$ cat src/rtl/fp_pkg.sv
// rtl/fp_pkg.sv - shared format constants, classes and helpers for the fp add/sub unit
package fp_pkg;
  localparam int EXP_W_DEF   = 8;
  localparam int FRAC_W_DEF  = 23;
  localparam int W_DEF       = 1 + EXP_W_DEF + FRAC_W_DEF;
  localparam int BIAS_DEF    = (1 << (EXP_W_DEF - 1)) - 1;
  localparam int EXP_MAX_DEF = (1 << EXP_W_DEF) - 1;

  localparam int FLAG_INVALID   = 3;
  localparam int FLAG_OVERFLOW  = 2;
  localparam int FLAG_UNDERFLOW = 1;
  localparam int FLAG_INEXACT   = 0;

  typedef enum logic [1:0] {FP_ZERO, FP_NORM, FP_INF, FP_NAN} fp_class_e;

  typedef struct packed {
    logic                  sign;
    logic [EXP_W_DEF-1:0]  exp;
    logic [FRAC_W_DEF:0]   sig;
    fp_class_e             cls;
  } fp_unpacked_t;

  function automatic logic [127:0] canon_qnan(input int exp_w, input int frac_w);
    logic [127:0] q;
    q = ((128'(1) << exp_w) - 128'(1)) << frac_w;
    q = q | (128'(1) << (frac_w - 1));
    return q;
  endfunction

  function automatic fp_class_e classify(input logic exp_zero, input logic exp_ones,
                                         input logic frac_nz);
    if (exp_zero) return FP_ZERO;
    if (exp_ones) return frac_nz ? FP_NAN : FP_INF;
    return FP_NORM;
  endfunction

  // Subnormals are flushed: a zero exponent always yields a zero significand.
  function automatic fp_unpacked_t unpack(input logic [W_DEF-1:0] x);
    fp_unpacked_t u;
    u.sign = x[W_DEF-1];
    u.exp  = x[W_DEF-2:FRAC_W_DEF];
    u.cls  = classify(u.exp == '0, u.exp == '1, x[FRAC_W_DEF-1:0] != '0);
    u.sig  = (u.cls == FP_NORM) ? {1'b1, x[FRAC_W_DEF-1:0]} : '0;
    return u;
  endfunction
endpackage

$ cat src/rtl/fp_addsub_pipe_lzc.sv
// rtl/fp_addsub_pipe_lzc.sv - parametrised leading-zero counter with all-zero flag
module fp_lzc #(
  parameter  int N  = 27,
  localparam int CW = $clog2(N)
) (
  input  logic [N-1:0]  data,
  output logic [CW-1:0] count,
  output logic          zero
);
  // Scan upward so the highest set bit wins.
  always_comb begin
    count = '0;
    zero  = 1'b1;
    for (int i = 0; i < N; i++) begin
      if (data[i]) begin
        count = CW'(N - 1 - i);
        zero  = 1'b0;
      end
    end
  end
endmodule

$ cat src/rtl/fp_addsub_pipe.sv
// rtl/fp_addsub_pipe.sv - pipelined RNE floating-point add/subtract with valid/ready
module fp_addsub_pipe
  import fp_pkg::*;
#(
  parameter  int EXP_W  = EXP_W_DEF,
  parameter  int FRAC_W = FRAC_W_DEF,
  localparam int W      = 1 + EXP_W + FRAC_W
) (
  input  logic         clk,
  input  logic         reset,
  input  logic         in_valid,
  output logic         in_ready,
  input  logic [W-1:0] op1,
  input  logic [W-1:0] op2,
  input  logic         sub,
  output logic         out_valid,
  input  logic         out_ready,
  output logic [W-1:0] result,
  output logic [3:0]   flags
);
  localparam int M  = FRAC_W + 4;  // hidden + fraction + guard/round/sticky
  localparam int CW = $clog2(M);
  localparam int XE = EXP_W + 2;   // signed working exponent
  localparam logic [EXP_W-1:0] EXP_ONES = '1;
  localparam logic [W-1:0]     QNAN     = W'(canon_qnan(EXP_W, FRAC_W));

  logic en;
  assign en       = ~(out_valid & ~out_ready);
  assign in_ready = en;

  logic s0_valid, s1_valid, s2_valid;
  always_ff @(posedge clk or posedge reset) begin
    if (reset) begin
      s0_valid <= 1'b0;
      s1_valid <= 1'b0;
      s2_valid <= 1'b0;
    end else if (en) begin
      s0_valid <= in_valid;
      s1_valid <= s0_valid;
      s2_valid <= s1_valid;
    end
  end

  logic [W-1:0] s0_a, s0_b;
  logic         s0_sub;
  always_ff @(posedge clk) begin
    if (en && in_valid) begin
      s0_a   <= op1;
      s0_b   <= op2;
      s0_sub <= sub;
    end
  end

  // S1: classify, order by magnitude, align the smaller operand
  logic              sa, sb, swap, sl;
  logic [EXP_W-1:0]  ea, eb, el, es, d;
  logic [FRAC_W-1:0] fa, fb;
  logic [FRAC_W:0]   siga, sigb, sigl, sigs;
  fp_class_e         ca, cb;
  logic [M-1:0]      ext_s, al;
  logic              sp;
  logic [W-1:0]      sp_res;
  logic              sp_inv;

  assign sa   = s0_a[W-1];
  assign sb   = s0_b[W-1] ^ s0_sub;
  assign ea   = s0_a[W-2:FRAC_W];
  assign eb   = s0_b[W-2:FRAC_W];
  assign fa   = s0_a[FRAC_W-1:0];
  assign fb   = s0_b[FRAC_W-1:0];
  assign ca   = classify(ea == '0, ea == EXP_ONES, fa != '0);
  assign cb   = classify(eb == '0, eb == EXP_ONES, fb != '0);
  assign siga = (ca == FP_NORM) ? {1'b1, fa} : '0;
  assign sigb = (cb == FP_NORM) ? {1'b1, fb} : '0;
  assign swap = s0_b[W-2:0] > s0_a[W-2:0];
  assign sl   = swap ? sb : sa;
  assign el   = swap ? eb : ea;
  assign es   = swap ? ea : eb;
  assign sigl = swap ? sigb : siga;
  assign sigs = swap ? siga : sigb;
  assign d    = el - es;

  always_comb begin
    ext_s = {sigs, 3'b000};
    if (32'(d) >= FRAC_W + 3) al = M'(|sigs);
    else al = (ext_s >> d) | M'(|(ext_s & ~({M{1'b1}} << d)));
  end

  always_comb begin
    sp     = 1'b0;
    sp_res = '0;
    sp_inv = 1'b0;
    if (ca == FP_NAN || cb == FP_NAN || (ca == FP_INF && cb == FP_INF && sa != sb)) begin
      sp     = 1'b1;
      sp_res = QNAN;
      sp_inv = 1'b1;
    end else if (ca == FP_INF) begin
      sp     = 1'b1;
      sp_res = {sa, EXP_ONES, {FRAC_W{1'b0}}};
    end else if (cb == FP_INF) begin
      sp     = 1'b1;
      sp_res = {sb, EXP_ONES, {FRAC_W{1'b0}}};
    end
  end

  logic             s1_sp, s1_sp_inv, s1_sign, s1_eff_sub;
  logic [W-1:0]     s1_sp_res;
  logic [EXP_W-1:0] s1_exp;
  logic [M-1:0]     s1_big, s1_small;
  always_ff @(posedge clk) begin
    if (en) begin
      s1_sp      <= sp;
      s1_sp_res  <= sp_res;
      s1_sp_inv  <= sp_inv;
      s1_sign    <= sl;
      s1_eff_sub <= sa ^ sb;
      s1_exp     <= el;
      s1_big     <= {sigl, 3'b000};
      s1_small   <= al;
    end
  end

  // S2: add or subtract, fold a carry-out back into range, count leading zeros
  logic [M:0]            sum;
  logic [M-1:0]          mant2;
  logic signed [XE-1:0]  exp2;
  logic [CW-1:0]         lz;
  logic                  lz_zero;

  always_comb begin
    if (s1_eff_sub) sum = {1'b0, s1_big - s1_small};
    else            sum = {1'b0, s1_big} + {1'b0, s1_small};
    mant2 = sum[M] ? {sum[M:2], sum[1] | sum[0]} : sum[M-1:0];
    exp2  = $signed({2'b00, s1_exp}) + $signed({{(XE-1){1'b0}}, sum[M]});
  end

  fp_lzc #(.N(M)) u_lzc (
    .data  (mant2),
    .count (lz),
    .zero  (lz_zero)
  );

  logic                  s2_sp, s2_sp_inv, s2_sign, s2_eff_sub, s2_zero;
  logic [W-1:0]          s2_sp_res;
  logic signed [XE-1:0]  s2_exp;
  logic [M-1:0]          s2_mant;
  logic [CW-1:0]         s2_lz;
  always_ff @(posedge clk) begin
    if (en) begin
      s2_sp      <= s1_sp;
      s2_sp_res  <= s1_sp_res;
      s2_sp_inv  <= s1_sp_inv;
      s2_sign    <= s1_sign;
      s2_eff_sub <= s1_eff_sub;
      s2_zero    <= lz_zero;
      s2_exp     <= exp2;
      s2_mant    <= mant2;
      s2_lz      <= lz;
    end
  end

  // S3: normalise, round to nearest even, pack
  logic [M-2:0]          mant_n;
  logic signed [XE-1:0]  exp_n, exp_r;
  logic                  g, r, st, up, r_carry;
  logic [FRAC_W-1:0]     frac_r;
  logic [W-1:0]          res;
  logic [3:0]            flg;

  always_comb begin
    mant_n            = (M-1)'(s2_mant << s2_lz);
    exp_n             = s2_exp - $signed({{(XE-CW){1'b0}}, s2_lz});
    g                 = mant_n[2];
    r                 = mant_n[1];
    st                = mant_n[0];
    up                = g & (r | st | mant_n[3]);
    {r_carry, frac_r} = {1'b0, mant_n[M-2:3]} + {{FRAC_W{1'b0}}, up};
    exp_r             = exp_n + $signed({{(XE-1){1'b0}}, r_carry});
    res = '0;
    flg = '0;
    if (s2_sp) begin
      res               = s2_sp_res;
      flg[FLAG_INVALID] = s2_sp_inv;
    end else if (s2_zero) begin
      res = {s2_sign & ~s2_eff_sub, {(W-1){1'b0}}};
    end else if (exp_n <= 0) begin
      res                 = {s2_sign, {(W-1){1'b0}}};
      flg[FLAG_UNDERFLOW] = 1'b1;
      flg[FLAG_INEXACT]   = 1'b1;
    end else if (exp_r >= $signed({2'b00, EXP_ONES})) begin
      res                = {s2_sign, EXP_ONES, {FRAC_W{1'b0}}};
      flg[FLAG_OVERFLOW] = 1'b1;
      flg[FLAG_INEXACT]  = 1'b1;
    end else begin
      res               = {s2_sign, exp_r[EXP_W-1:0], frac_r};
      flg[FLAG_INEXACT] = g | r | st;
    end
  end

  always_ff @(posedge clk or posedge reset) begin
    if (reset) begin
      out_valid <= 1'b0;
      result    <= '0;
      flags     <= '0;
    end else if (en) begin
      out_valid <= s2_valid;
      if (s2_valid) begin
        result <= res;
        flags  <= flg;
      end
    end
  end
endmodule

$ cat config.mk
export PLATFORM = sky130hd
export DESIGN_NAME = fp_addsub_pipe
export DESIGN_NICKNAME = d
export VERILOG_FILES = /design/src/rtl/fp_pkg.sv /design/src/rtl/fp_addsub_pipe_lzc.sv /design/src/rtl/fp_addsub_pipe.sv
export SDC_FILE = /design/constraint.sdc
export NUM_CORES = 1
export LEC_CHECK = 0
export CAP_MARGIN = 10
export CORE_MARGIN = 3
export CORE_UTILIZATION = 27
export DETAILED_ROUTE_END_ITERATION = 7
export DONT_BUFFER_PORTS = 1
export HOLD_SLACK_MARGIN = 0.12
export PLACE_DENSITY_LB_ADDON = 0.15
export SYNTH_ARGS = -nofsm -noshare
export SYNTH_HDL_FRONTEND = slang
export SYNTH_HIERARCHICAL = 1
export SYNTH_SLANG_ARGS = --single-unit
$ cat constraint.sdc
create_clock -name clk -period 6.75 [get_ports clk]
set_input_delay 1.35 -clock clk [delete_from_list [all_inputs] [get_ports clk]]
set_output_delay 1.35 -clock clk [all_outputs]
set_load 0.005 [all_outputs]
==> results of run 1 <==
## cells in the final DEF, fill, tap and decap left out, types with 31 or more instances in the layout
cell / instances
edfxtp_1: 177
nor2_1: 157
nand2_1: 129
inv_1: 105
a21oi_1: 95
ha_1: 91
o21ai_0: 67
mux2i_1: 66
a22o_1: 54
nor3_1: 53
xnor2_1: 45
dfrtp_1: 40
nand3_1: 39
buf_4: 34
o31ai_1: 31
## per-layer routing
| metal | vias to the layer above | share of wire | global-route usage | wire (um) |
|---|---|---|---|---|
| li1 | 6236 | - | - | - |
| met1 | 6147 | 0.45 | 0.193 | 21600 |
| met2 | 258 | 0.49 | 0.253 | 23300 |
| met3 | 59 | 0.035 | 0.0222 | 1690 |
| met4 | 2 | 0.026 | 0.0387 | 1220 |
| met5 | - | 0.00027 | 0 | 13 |
## sequential cells by signal (all words and copies together) (netlist names), 3 cells and up
register	count
result	32
s0_a	32
s0_b	32
s1_small	27
s2_mant	26
s1_big	24
s2_exp	9
s1_exp	8
s2_lz	5
flags	4
s1_sp_res	3
s2_sp_res	3
## power by group through the flow
stage / sequential, W / combinational (W) / clock [W]
3_5_place_dp: 0.00239 / 0.00494 / 0
2_1_floorplan: 0.00222 / 0.00371 / 0
6_report: 0.00236 / 0.00494 / 0.00144
4_1_cts: 0.00237 / 0.00497 / 0.00150
3_3_place_gp: 0.00238 / 0.00496 / 0
5_1_grt: 0.00241 / 0.00547 / 0.00156
## worst register-to-register path, cell delays in order, from the launching register on
cell and delay (ps):
edfxtp_1 620, mux2i_1 170, mux2i_1 210, a21oi_1 160, or2_2 320, nor4_1 470, nand3b_1 220, nor4_1 460
nand2_1 180, nor2_1 250, and2_1 210, and3_1 220, ha_1 190, ha_1 210, nand2_1 90, or4_1 560
nor4b_1 190, a31oi_1 160, o32ai_1 170, or4_4 670, o2bb2a_1 330, o21ai_0 130
## logic make-up (layout without fill, tap and decap cells)
kind of cell	Yosys count	count (layout)	synth area share
mux	115	115	0.0922
flops	217	217	0.393
simple gates	544	544	0.168
buf+inv	192	191	0.0464
fa+ha+maj	93	93	0.0733
compound gates	432	432	0.188
xor+xnor	72	72	0.0392
## worst max-delay path by stage
| stage | start | endpoint | slack (ps) |
|---|---|---|---|
| after floorplan | s2_lz[0] | result[8] | 1180 |
| after global placement | s2_lz[0] | result[22] | 460 |
| after detailed placement | s2_lz[1] | result[22] | 330 |
| after CTS | s2_lz[1] | result[22] | 310 |
| after global routing | s2_lz[0] | result[22] | 140 |
| final | s2_lz[1] | result[22] | 500 |
## cell type report
cell class	count	share of cell area
Timing Repair Buffer	34	0.0143
Tap cell	765	0.0535
Clock inverter	16	0.00790
Multi-Input combinational cell	1256	0.507
Inverter	106	0.0222
Sequential cell	217	0.353
Clock buffer	35	0.0424
## stage by stage
| step | power, W | hold slack, ps | setup WS, ps | area, sq um |
|---|---|---|---|---|
| CTS | 0.00884 | 424 | 308 | 17900 |
| global route | 0.00944 | 443 | 143 | 17900 |
| finish | 0.00873 | 420 | 498 | 17900 |
| global placement | 0.00734 | 407 | 463 | 17000 |
| floorplan | 0.00593 | 400 | 1180 | 16100 |
| detailed placement | 0.00734 | 405 | 334 | 17000 |
## repair_timing
item,4_1_cts,5_1_grt
gates resized for setup,0,1
hold buffers,0,0
setup endpoints to repair,0,8
==> impl_metrics.yaml, run 1 <==
layout:
  fill_cells: 6140
  multi_input_area_sq_um: 9070
  nets: 1805
  diodes: 0
  final-seq-area_sq_um: 6320
  final_util: 0.307
  synthToLayoutAreaGrowth_pct: 11.2
  drive_gt1_frac: 0.0962
  instances_no_fill: 2429
worst_setup_path:
  setup.worst_path.start_class: "flip-flop"
  cp_max_fo: 20
  crit_family: "simple AND/OR/NAND/NOR gates"
  cp-end-kind: "flip-flop"
  slowest_stage: "or4_4"
  critPathKind: "reg2reg"
  reg2regPathDepth: 21
  cp_num_cells: 21
  timing.rr.start: "s2_lz[1]"
  r2r_slack_ps: 500
  worstPathCellList: "mux2i_1, mux2i_1, a21oi_1, or2_2, nor4_1, nand3b_1, nor4_1, nand2_1, nor2_1, and2_1, and3_1, ha_1, ha_1, nand2_1, or4_1, nor4b_1, a31oi_1, o32ai_1, or4_4, o2bb2a_1, o21ai_0"
  worstPathRequired_ps: 7210
  crit_buf_inv: 0
  slowest_delay_ps: 670
  reg2reg_to: "result[22]"
  arrival_ps: 6710
clocking:
  post_cts_buffers: 0
  clk_latency_ps: 550
  clk_pin_slew_ps: 60
  cts_tree: "built"
  cts_max_path_buffers: 3
  cts-root-buf: "clkbuf_16"
  cts.sinks: 217
  htree_levels: 1
  cts_made_buffers: 28
power_and_ir_drop:
  p_comb_frac: 0.565
  power.internal_w: 0.00476
  switchingPower_w: 0.00397
  p_clk_frac: 0.165
  seqPwrFrac: 0.270
  swShare: 0.455
  p_leak_nw: 6.77
  power_density_nw_per_um2: 488
  peakVddDrop_uv: 193
placement:
  io_buffers: 0
  dp_cells: 2378
  dpl.hpwl_um: 37400
  gp_congestion: 0.908
synthesis:
  synth-edff-count: 177
  synth_most_common_cell: "edfxtp_1"
  synth.avg_cell_area_sq_um: 9.66
  ys_seq_area_frac: 0.393
  synth_seq_cells: 217
  yosys.area.top_type: "edfxtp_1"
  synth_ff_type: "edfxtp_1"
  synthArstFlopShare: 0.184
  yosysTopAreaCellShare: 0.330
  yosys_warnings: 6
  ys_types: 95
  synth.area.top_cells: "edfxtp_1 33%, ha_1 7.1%, dfrtp_1 6.2%, mux2i_1 4.1%, nor2_1 3.7%"
  syn_area_sq_um: 16100
  synth_fp_nets: 1827
  postSynthCellCount: 1665
  ys_top_cells_by_count: "177 x edfxtp_1, 157 x nor2_1, 129 x nand2_1, 105 x inv_1, 96 x a21oi_1"
sta:
  slew_violations: 0
  fin_crit_sh: 0.926
  setup_violations: 0
  max_clock_freq_mhz: 160
  timing.final.hold_violations: 0
  fin_worst_skew_ps: 22.0
  relSlewSlack: 0.428
  fin_tns_setup_ps: 0
  min_period_ps: 6250
  tightest_slew_ps: 858
  rsz0062_at_grt: "false"
global_route:
  grt_first_pass_wirelength_um: 74400
  grt_usage: 0.147
  antenna_found_initial: 1
  grt_overflow: 0
  grt_pass1_vias: 12700
  grt_max_degree: 66
floorplanning:
  ios: 107
  die_w_um: 250
  die_h_um: 250
  dieArea_sq_um: 62500
  start_util: 0.276
  core_area_sq_um: 58400
  std_cell_rows: 88
hold_path:
  hp-class: "reg2reg"
  hold_depth: 0
  whs_endpoint: "s2_sp_res[22]"
  worstHoldStart: "s1_sp_res[22]"
routing:
  drt-total-wl_um: 47900
  viasPerCell: 5.23
  dr_total_vias: 12700
  drc: 0
  firstDrtPassIters: 5
  wire_per_inst_um: 19.7
  first_iter_violations: 843
  ant_nets: 0
flow_run:
  drv_cap: 0
run_status:
  status: "completed"
No activity file was read; power rests on OpenSTA's default activity.
==> run 2: changes to the inputs <==
CORE_ASPECT_RATIO = 1.5   (was unset)
==> impl_metrics.yaml, run 2 (same netlist as run 1, synthesis figures left out) <==
routing:
  dr_total_vias: 12800
  wire_per_inst_um: 20.7
  firstDrtPassIters: 5
  viasPerCell: 5.24
  ant_nets: 0
  drt-total-wl_um: 50600
  drc: 0
  first_iter_violations: 789
hold_path:
  hp-class: "reg2reg"
power_and_ir_drop:
  power.total_w: 0.00865
  p_leak_nw: 6.70
  power_density_nw_per_um2: 486
  switchingPower_w: 0.00404
  swShare: 0.467
  power.internal_w: 0.00461
  p_clk_frac: 0.149
  p_comb_frac: 0.579
  seqPwrFrac: 0.272
  peakVddDrop_uv: 224
clocking:
  cts.sinks: 217
  cts-root-buf: "clkbuf_16"
  ctsHoldBuffers: 0
  htree_levels: 1
  clk_latency_ps: 580
  post_cts_buffers: 0
  clk_pin_slew_ps: 60
  cts_made_buffers: 25
  cts_tree: "built"
  post_cts_resized: 0
  cts_max_path_buffers: 3
sta:
  rsz0062_at_grt: "false"
  min_period_ps: 6110
  max_clock_freq_mhz: 164
  fin_worst_skew_ps: 41.1
  timing.final.hold_violations: 0
  tightest_slew_ps: 959
  setup_violations: 0
  layout_setup_ws_ps: 642
  relSlewSlack: 0.360
  fin_crit_sh: 0.905
  slew_violations: 0
  fin_tns_setup_ps: 0
placement:
  io_buffers: 0
  dpl.hpwl_um: 40800
  post-place-ws_ps: 375
  gp_congestion: 0.897
worst_setup_path:
  slowest_stage: "or4_4"
  worstPathRequired_ps: 7250
  worstPathCellList: "mux2i_1, mux2i_1, a21oi_1, or2_2, nor4_1, nand3b_1, nor4_1, nand2_1, nor2_1, and2_1, and3_1, ha_1, ha_1, nand2_1, or4_1, nor4b_1, a31oi_1, o32ai_1, or4_4, o2bb2a_1, o21ai_0"
  setup.worst_path.start_class: "flip-flop"
  arrival_ps: 6610
  cp-end-kind: "flip-flop"
  crit_buf_inv: 0
  slowest_delay_ps: 670
  crit_family: "simple AND/OR/NAND/NOR gates"
  critPathKind: "reg2reg"
  r2r_slack_ps: 640
  cp_max_fo: 20
global_route:
  grt_pass1_vias: 12800
  grt_first_pass_wirelength_um: 77100
  antenna_found_initial: 1
  grt_overflow: 0
  grt_usage: 0.158
  grt_max_degree: 66
layout:
  largestRegisters: "result (32), s0_a (32), s0_b (32)"
  layout_common_cells: "177 x edfxtp_1, 157 x nor2_1, 129 x nand2_1"
  final-seq-area_sq_um: 6320
  synthToLayoutAreaGrowth_pct: 10.7
  final_util: 0.302
  drive_gt1_frac: 0.0957
  diodes: 0
  multi_input_area_sq_um: 9070
  nets: 1805
  fill_cells: 6240
  final_common_cell: "edfxtp_1"
floorplanning:
  die_h_um: 305
  dieArea_sq_um: 62600
  std_cell_rows: 109
  core_area_sq_um: 58900
  die_w_um: 205
  ios: 107
  start_util: 0.273
flow_run:
  drv_cap: 0
run_status:
  status: "completed"
run 2: cell types whose count changed in the layout (fill, tap and decap cells not counted):
cell	before	now
clkinv_4	0	1
clkbuf_8	1	0
inv_6	4	1
clkinvlp_4	1	4
bufinv_16	2	1
inv_1	105	104
inv_16	0	1
clkinv_1	6	5
buf_4	34	37
clkbuf_16	29	25
run 2: area by class of cell:
type | count | share of cell area
timing repair buffer | 37 | 0.0156
clock buffer | 30 | 0.0362
inverter | 106 | 0.0223
multi-input combinational | 1256 | 0.509
tap | 777 | 0.0546
sequential | 217 | 0.355
clock inverter | 15 | 0.00724
run 2: path summary, 6_finish.rpt:
kind                            cells after the start  startpoint    endpoint
worst max-delay path                               21    s2_lz[1]  result[22]
max in group asynchronous                           2       reset  result[14]
min in group asynchronous                           2       reset   out_valid
worst min-delay path                                0   s1_sp_inv   s2_sp_inv
worst max register to register                     21    s2_lz[1]  result[22]
worst min register to register                      0   s1_sp_inv   s2_sp_inv
run 2: per-layer routing:
metal	vias up	routed length [um]	global-route usage
met5	-	0	0
li1	6228	-	-
met4	0	2580	0.0714
met3	99	1440	0.0171
met2	279	28000	0.308
met1	6165	18600	0.166
run 2: power groups by stage:
| stage | Combinational, W | Sequential [W] | Clock (W) |
|---|---|---|---|
| floorplan | 0.00371 | 0.00222 | 0 |
| finish | 0.00501 | 0.00235 | 0.00129 |
| detailed placement | 0.00500 | 0.00239 | 0 |
| CTS | 0.00502 | 0.00237 | 0.00135 |
| global placement | 0.00499 | 0.00238 | 0 |
| global route | 0.00551 | 0.00241 | 0.00141 |
run 2: stage by stage:
stage                     instances  hold slack [ps]  cell area (sq um)
after floorplan                1665              400              16100
after global placement         2393              405              17000
after detailed placement       2393              405              17000
after CTS                      2438              422              17800
after global routing           2438              435              17800
final                          2438              420              17800
run 2: worst register-to-register path, cell delays in order (launching register included):
cell	delay (ps)
edfxtp_1	570
mux2i_1	210
mux2i_1	220
a21oi_1	160
or2_2	320
nor4_1	470
nand3b_1	210
nor4_1	420
nand2_1	180
nor2_1	240
and2_1	210
and3_1	190
ha_1	170
ha_1	210
nand2_1	90
or4_1	550
nor4b_1	180
a31oi_1	150
o32ai_1	160
or4_4	670
o2bb2a_1	340
o21ai_0	130
